`config.mk`:
```
export PLATFORM = sky130hd
export DESIGN_NAME = hazard_control
export DESIGN_NICKNAME = d
export VERILOG_FILES = /design/src/rtl/hazard_control.sv
export SDC_FILE = /design/constraint.sdc
export NUM_CORES = 1
export LEC_CHECK = 0
export ABC_AREA = 1
export CORE_UTILIZATION = 36
export DETAILED_ROUTE_END_ITERATION = 7
export GPL_ROUTABILITY_DRIVEN = 0
export HOLD_SLACK_MARGIN = 0.05
export PLACE_DENSITY = 0.77
export SLEW_MARGIN = 20
export SYNTH_ARGS = -nofsm -noshare
export SYNTH_HDL_FRONTEND = slang
export SYNTH_SLANG_ARGS = --single-unit
```
`constraint.sdc`:
```
create_clock -name clk -period 1.3 [get_ports clk]
set_input_delay 0.26 -clock clk [delete_from_list [all_inputs] [get_ports clk]]
set_output_delay 0.26 -clock clk [all_outputs]
set_load 0.01 [all_outputs]
```
`src/rtl/hazard_control.sv`:
```
// Load-use / memory-busy / branch-flush hazard controller for the 5-stage pipeline.
// Optional `HAZARD_STATS_EN adds a saturating StallCount output.
module hazard_control #(
  parameter int unsigned LOAD_STALL = 1
) (
  input  logic       clk,
  input  logic       rst,
  input  logic [1:0] ID_EX_M,
  input  logic [4:0] ID_EX_RtAddr,
  input  logic [4:0] IF_ID_RsAddr,
  input  logic [4:0] IF_ID_RtAddr,
  input  logic       IF_ID_UsesRt,
  input  logic       BranchTaken,
  input  logic       MemBusy,
  output logic       PCWrite,
  output logic       IF_ID_Write,
  output logic       ID_EX_Bubble,
  output logic       ID_EX_Hold,
  output logic       IF_ID_Flush,
  output logic       ID_EX_Flush
`ifdef HAZARD_STATS_EN
  ,
  output logic [15:0] StallCount
`endif
);

  localparam logic [1:0] RUN     = 2'd0;
  localparam logic [1:0] LDSTALL = 2'd1;
  localparam logic [1:0] MEMWAIT = 2'd2;

  logic [1:0] state, state_n, eff_state;
  logic [3:0] cnt, cnt_n;
  logic       hz;
  logic       unused_store;

  // Stores never create a load-use hazard.
  assign unused_store = ID_EX_M[0];

  assign hz = ID_EX_M[1] && (ID_EX_RtAddr != 5'd0) &&
              ((ID_EX_RtAddr == IF_ID_RsAddr) ||
               (IF_ID_UsesRt && (ID_EX_RtAddr == IF_ID_RtAddr)));

  // MEMWAIT resumes whichever stall state was interrupted, recovered from cnt.
  always_comb begin
    eff_state = state;
    if (state == MEMWAIT)
      eff_state = (cnt != 4'd0) ? LDSTALL : RUN;
  end

  always_comb begin
    PCWrite      = 1'b1;
    IF_ID_Write  = 1'b1;
    ID_EX_Bubble = 1'b0;
    ID_EX_Hold   = 1'b0;
    IF_ID_Flush  = 1'b0;
    ID_EX_Flush  = 1'b0;
    state_n      = eff_state;
    cnt_n        = cnt;
    if (rst) begin
      state_n = RUN;
      cnt_n   = '0;
    end else if (MemBusy) begin
      PCWrite     = 1'b0;
      IF_ID_Write = 1'b0;
      ID_EX_Hold  = 1'b1;
      state_n     = MEMWAIT;
    end else if (BranchTaken) begin
      IF_ID_Flush = 1'b1;
      ID_EX_Flush = 1'b1;
      state_n     = RUN;
      cnt_n       = '0;
    end else if (eff_state == LDSTALL) begin
      PCWrite      = 1'b0;
      IF_ID_Write  = 1'b0;
      ID_EX_Bubble = 1'b1;
      cnt_n        = cnt - 4'd1;
      if (cnt == 4'd1)
        state_n = RUN;
    end else if (hz) begin
      PCWrite      = 1'b0;
      IF_ID_Write  = 1'b0;
      ID_EX_Bubble = 1'b1;
      if (LOAD_STALL > 1) begin
        state_n = LDSTALL;
        cnt_n   = 4'(LOAD_STALL - 1);
      end
    end
  end

  always_ff @(posedge clk) begin
    if (rst) begin
      state <= RUN;
      cnt   <= '0;
    end else begin
      state <= state_n;
      cnt   <= cnt_n;
    end
  end

`ifdef HAZARD_STATS_EN
  always_ff @(posedge clk) begin
    if (rst)
      StallCount <= '0;
    else if (!PCWrite && (StallCount != 16'hFFFF))
      StallCount <= StallCount + 16'd1;
  end
`endif

endmodule

```
# Word-level counts from Yosys, hierarchy flattened
# Index checks and enable logic that the tools add are counted.
[totals]
regBits = 6
input_bits = 22
output_inout_bits = 6
word_cells = 42
[op_classes]
n_addsub = 1
n_eq_ne = 5
n_mux = 23
n_bitwise = 1
n_reduce_logical = 9
[ops]
columns = ["cell", "count"]
rows = [
  ["$mux W1", 16],
  ["$eq A5 B5 Y1", 2],
  ["$mux W2", 5],
  ["$mux W4", 2],
  ["$reduce_bool A5 Y1", 1],
  ["$eq A4 B1 Y1 const B", 1],
  ["$reduce_bool A4 Y1", 1],
  ["$sub A4 B1 Y4 const B", 1],
  ["$logic_and A1 B1 Y1", 3],
  ["$reduce_or A3 Y1", 1],
  ["$eq A2 B1 Y1 const B", 1],
  ["$eq A2 B2 Y1 const B", 1],
  ["$reduce_and A2 Y1", 1],
  ["$reduce_bool A2 Y1", 1],
  ["$logic_or A1 B1 Y1", 1],
  ["$not A1 Y1", 1],
]

# Depth between registers and ports, before layout
[logic_depth]
word_depth = 9
mapped_depth = 10
mapped_depth_nobuf = 9

# Worst setup path before layout
# Ideal clock, no wire load.
[synth_timing]
kind = "register to output"
from = "reg cnt[0]"
to = "out PCWrite"
arrival_ns = 1.332
t_required_ns = 1.040
path_slack_ns = -0.292
path_stages_with_launch = 9
path_buffers = 1
path_cell_list = "dfxtp_1 > inv_1 > ha_1 > nand2_1 > a21o_1 > nand2_2 > nand2_1 > a21oi_1 > buf_4"
[synth_via]
elab_chain_cells = 8
[synth_lines]
columns = ["item", "line", "text"]
rows = [
  ["start, declared", "32", "logic [3:0] cnt, cnt_n;"],
  ["start signal, assigned", "96", "cnt <= cnt_n;"],
  ["$reduce_bool A4 Y1", "47", "eff_state = (cnt != 4'd0) ? LDSTALL : RUN;"],
  ["$mux W1", "47", ""],
  ["$mux W2", "46", "if (state == MEMWAIT)"],
  ["$eq A2 B1 Y1", "72", "end else if (eff_state == LDSTALL) begin"],
  ["$mux W1 (4 in series)", "-", ""],
  ["end, declared", "15", "output logic PCWrite,"],
]
# Every way passes these cells.

# Worst setup path after layout
[layout_timing]
from = "reg cnt[1]"
to = "out ID_EX_Bubble"
[layout_via]
elab_chain_cells = 8
[layout_lines]
columns = ["item", "line", "text"]
rows = [
  ["$reduce_bool A4 Y1", "47", ""],
  ["$mux W1", "47", ""],
  ["$mux W2", "46", ""],
  ["$eq A2 B1 Y1", "72", ""],
  ["$mux W1", "72", ""],
  ["$mux W1", "67", "end else if (BranchTaken) begin"],
  ["$mux W1", "62", "end else if (MemBusy) begin"],
  ["$mux W1", "59", "if (rst) begin"],
  ["end, declared", "17", "output logic ID_EX_Bubble,"],
]
# Every way passes these cells.

==> flow_summary_export.csv <==
group,metric,value,unit
routing,drtIter0Drc,31,
floorplan,fp.dieW,43.52,um
floorplan,coreArea,1559,sq um
power,irDropWorstVdd,0.5509,mV
synthesis,synth_nets,135,
place,preCtsSetupSlack,-927.0,ps
synthesis,ys_seq_area_share,19.35,%
power,p_comb_share,42.8,%
timing,slew_viol_final,0,
synthesis,syn-cell-area,620.6,sq um
timing,timing.hold.ws,583.8,ps
critical_path,slowest_stage,"dfxtp_2",
hold_path,min_path_type,"input pin to flip-flop",
cts,cts_buffer_depth,2,
cts,tritoncts,"built",
critical_path,worstPathCellList,"inv_2 -> ha_4 -> nand2_2 -> a21o_1 -> nand2_2 -> buf_4 -> a21oi_2 -> buf_2",
synthesis,avgSynthCellArea,5.642,sq um
routing,wl_per_cell,14.55,um
critical_path,path_class,"flip-flop to output port",
cells_and_area,antennaDiodeCount,0,
timing,slew_headroom,85.78,%
cells_and_area,syn2layout_area_growth,82.46,%
timing,rsz0062_at_grt,"true",
critical_path,crit_required,1040,ps
timing,timing.fmax,0.5731,GHz
synthesis,synth_area_leaders,"nand2_1 22%, dfxtp_1 19%, inv_1 9.1%, nor2_1 7.3%, ha_1 6.0%",
timing,min_period_over_period,134.2,%
power,power.leakage,0.6319,nW
critical_path,worstSetupStartpointType,"flip-flop",
critical_path,rr_endpoint,"cnt[1]$_SDFFE_PP0P_",
cts,cts_max_level,1,
global_routing,grt_overflow,0,
power,swShare,35.26,%
synthesis,ys_top_cells_by_count,"36 x nand2_1, 15 x inv_1, 12 x nor2_1",
routing,ant_nets,0,
timing,worst_slew_pin_slew,212.5,ps
global_routing,grt_usage,26.97,%
critical_path,cpPeakStageDelay,330,ps
place,numPortBuffers,26,
cts,insertion_delay,260,ps
global_routing,antenna_found_initial,0,
cts,numCtsBuffers,3,
critical_path,startpoint,"cnt[1]$_SDFFE_PP0P_",
synthesis,synthArstFlopShare,0,%
cells_and_area,nets,185,
critical_path,critPathBufInv,3,
synthesis,synth_top_area_share,21.77,%
cells_and_area,fillers,135,
critical_path,cp_max_fo,3,
power,total_power,0.6753,mW
routing,vias,891,
synthesis,yosys_warnings,0,
routing,drc,2,
critical_path,r2r_start,"cnt[1]$_SDFFE_PP0P_",
place,dp_hpwl,1519,um
power,p_per_area,596.4,nW/um^2
timing,setup_violations,5,
routing,wl,2532,um
run_status,outcome,"complete, but fails checks",
global_routing,grt_max_degree,6,
floorplan,start_util,39.81,%
timing,finalHoldViolations,0,
power,p_clk_share,27.9,%
global_routing,grt_pass1_wl,3629,um
run_status,violations,"design-rule violations, negative setup slack",
timing,clock_skew,6.399,ps
timing,period_minus_slack,1745,ps
cts,cts_root_buffer,"clkbuf_4",
run,drv_cap,0,
synthesis,ys_ff_latch,6,
critical_path,cp_num_cells,8,
critical_path,crit_family,"buffers and inverters",
synthesis,yosysTopAreaCell,"nand2_1",
power,p_sw,0.2381,mW
critical_path,crit_top_cell,"nand2_2",
synthesis,yosysMostFrequentCell,"nand2_1",
synthesis,synth-edff-count,0,
routing,first_pass_iters,6,
timing,final.setup.worst_slack,-444.8,ps
critical_path,cp.arrival,1480,ps
cts,cts.sinks,6,
routing,viasPerCell,5.121,
power,p_seq_share,29.3,%
cells_and_area,drive_gt1_share,39.24,%
critical_path,rr_worst_depth,12,
floorplan,die_h,43.52,um
cts,clkTransAtPathRegs,50,ps
floorplan,pin_count,28,
synthesis,synth_top_flop_cell,"dfxtp_1",
floorplan,dieArea,1894,sq um
global_routing,grt_pass1_vias,839,
critical_path,reg2reg_slack,-250,ps
critical_path,critPathCapture,"ID_EX_Bubble",
synthesis,syn_inst,110,
floorplan,rows,14,
synthesis,ys_types,20,
critical_path,cp-end-kind,"output port",
power,p_int,0.4372,mW
-- registers in the layout, summed over array words and instances, names as in the netlist --
register,cells
state,2
cnt,4
-- through the flow --
stage | setup TNS [ps] | cell area (sq um) | utilization (%) | instances
2_1_floorplan | -251.7 | 625.6 | - | 110
3_3_place_gp | -4636 | 1006 | 64.53 | 165
3_5_place_dp | -4913 | 1006 | 64.53 | 165
4_1_cts | -1336 | 1077 | 69.10 | 172
5_1_grt | -2239 | 1132 | 72.63 | 174
6_report | -1756 | 1132 | 72.63 | 174
-- cells by family (layout without fill, tap and decap cells) --
logic type	Yosys count	after routing	share of synthesized area [%]
AO/OA/AOI/OAI	10	10	9.074
XOR/XNOR	3	3	4.235
adder cells (fa/ha/maj)	3	3	6.049
buffers and inverters	23	71	15.32
flip-flops	6	6	19.36
AND/OR/NAND/NOR	65	65	45.97
-- placed cells by master, fill, tap and decap left out, types with 2 or more instances in the layout --
cell type	Yosys	layout
dlymetal6s2s_1	0	2
nor2_2	2	3
dlygate4sd2_1	0	15
dfxtp_1	6	4
buf_2	1	5
buf_6	0	3
nand4_1	3	3
ha_4	0	2
nand2_1	36	32
nand3_1	7	4
clkdlybuf4s50_1	0	3
nand3_2	2	4
inv_2	5	7
clkbuf_4	0	3
nor2_1	12	10
inv_1	15	13
xor2_1	2	2
nand2_2	2	5
buf_4	2	20
dfxtp_2	0	2
a21oi_2	0	5
-- power by group through the flow --
stage	Clock [mW]	Sequential [mW]	Combinational (mW)
3_3_place_gp	0	0.200	0.244
6_report	0.188	0.198	0.289
2_1_floorplan	0	0.201	0.116
5_1_grt	0.203	0.199	0.314
4_1_cts	0.195	0.198	0.257
3_5_place_dp	0	0.201	0.251
-- worst reg2reg max path, stage by stage, from the launching register on --
cell,delay (ps)
dfxtp_2,330
inv_2,60
ha_4,150
nand2_2,70
a21o_1,140
nand2_2,80
buf_4,140
buf_6,100
buf_4,130
nand2_4,70
nand3_2,70
nand2_1,80
nor2_2,40
-- layout make-up --
| type | count | area, sq um | area share [%] |
|---|---|---|---|
| tap | 16 | 20.02 | 1.768 |
| clock buffer | 3 | 22.52 | 1.989 |
| multi-input combinational | 81 | 496.7 | 43.87 |
| inverter | 20 | 75.07 | 6.630 |
| timing repair buffer | 48 | 395.4 | 34.92 |
| sequential | 6 | 122.6 | 10.83 |
-- layer usage --
metal | vias to the layer above | track usage (%) | wire (um)
met5 | - | 0 | 0
met4 | 0 | 15.63 | 65
met3 | 8 | 8.750 | 195
met2 | 53 | 46.67 | 1354
met1 | 395 | 28.57 | 916
li1 | 435 | - | -
-- what timing repair did --
action / CTS / global route
setup endpoints to repair: 8 / 7
resized for setup: 55 / 10
pin swaps: 14 / 10
hold buffers: 0 / 0
setup buffers: 4 / 3
-- how the worst min path moves through the flow --
stage,startpoint,end,slack (ps),cells after the start
2_1_floorplan,BranchTaken,cnt[3]$_SDFFE_PP0P_,450,3
3_3_place_gp,cnt[2]$_SDFFE_PP0P_,state[0]$_SDFF_PP0_,560,2
3_5_place_dp,cnt[2]$_SDFFE_PP0P_,state[0]$_SDFF_PP0_,570,2
4_1_cts,rst,state[0]$_SDFF_PP0_,550,5
5_1_grt,rst,cnt[0]$_SDFFE_PP0P_,610,4
6_report,rst,cnt[0]$_SDFFE_PP0P_,580,4
(Power assumes the default switching activity.)
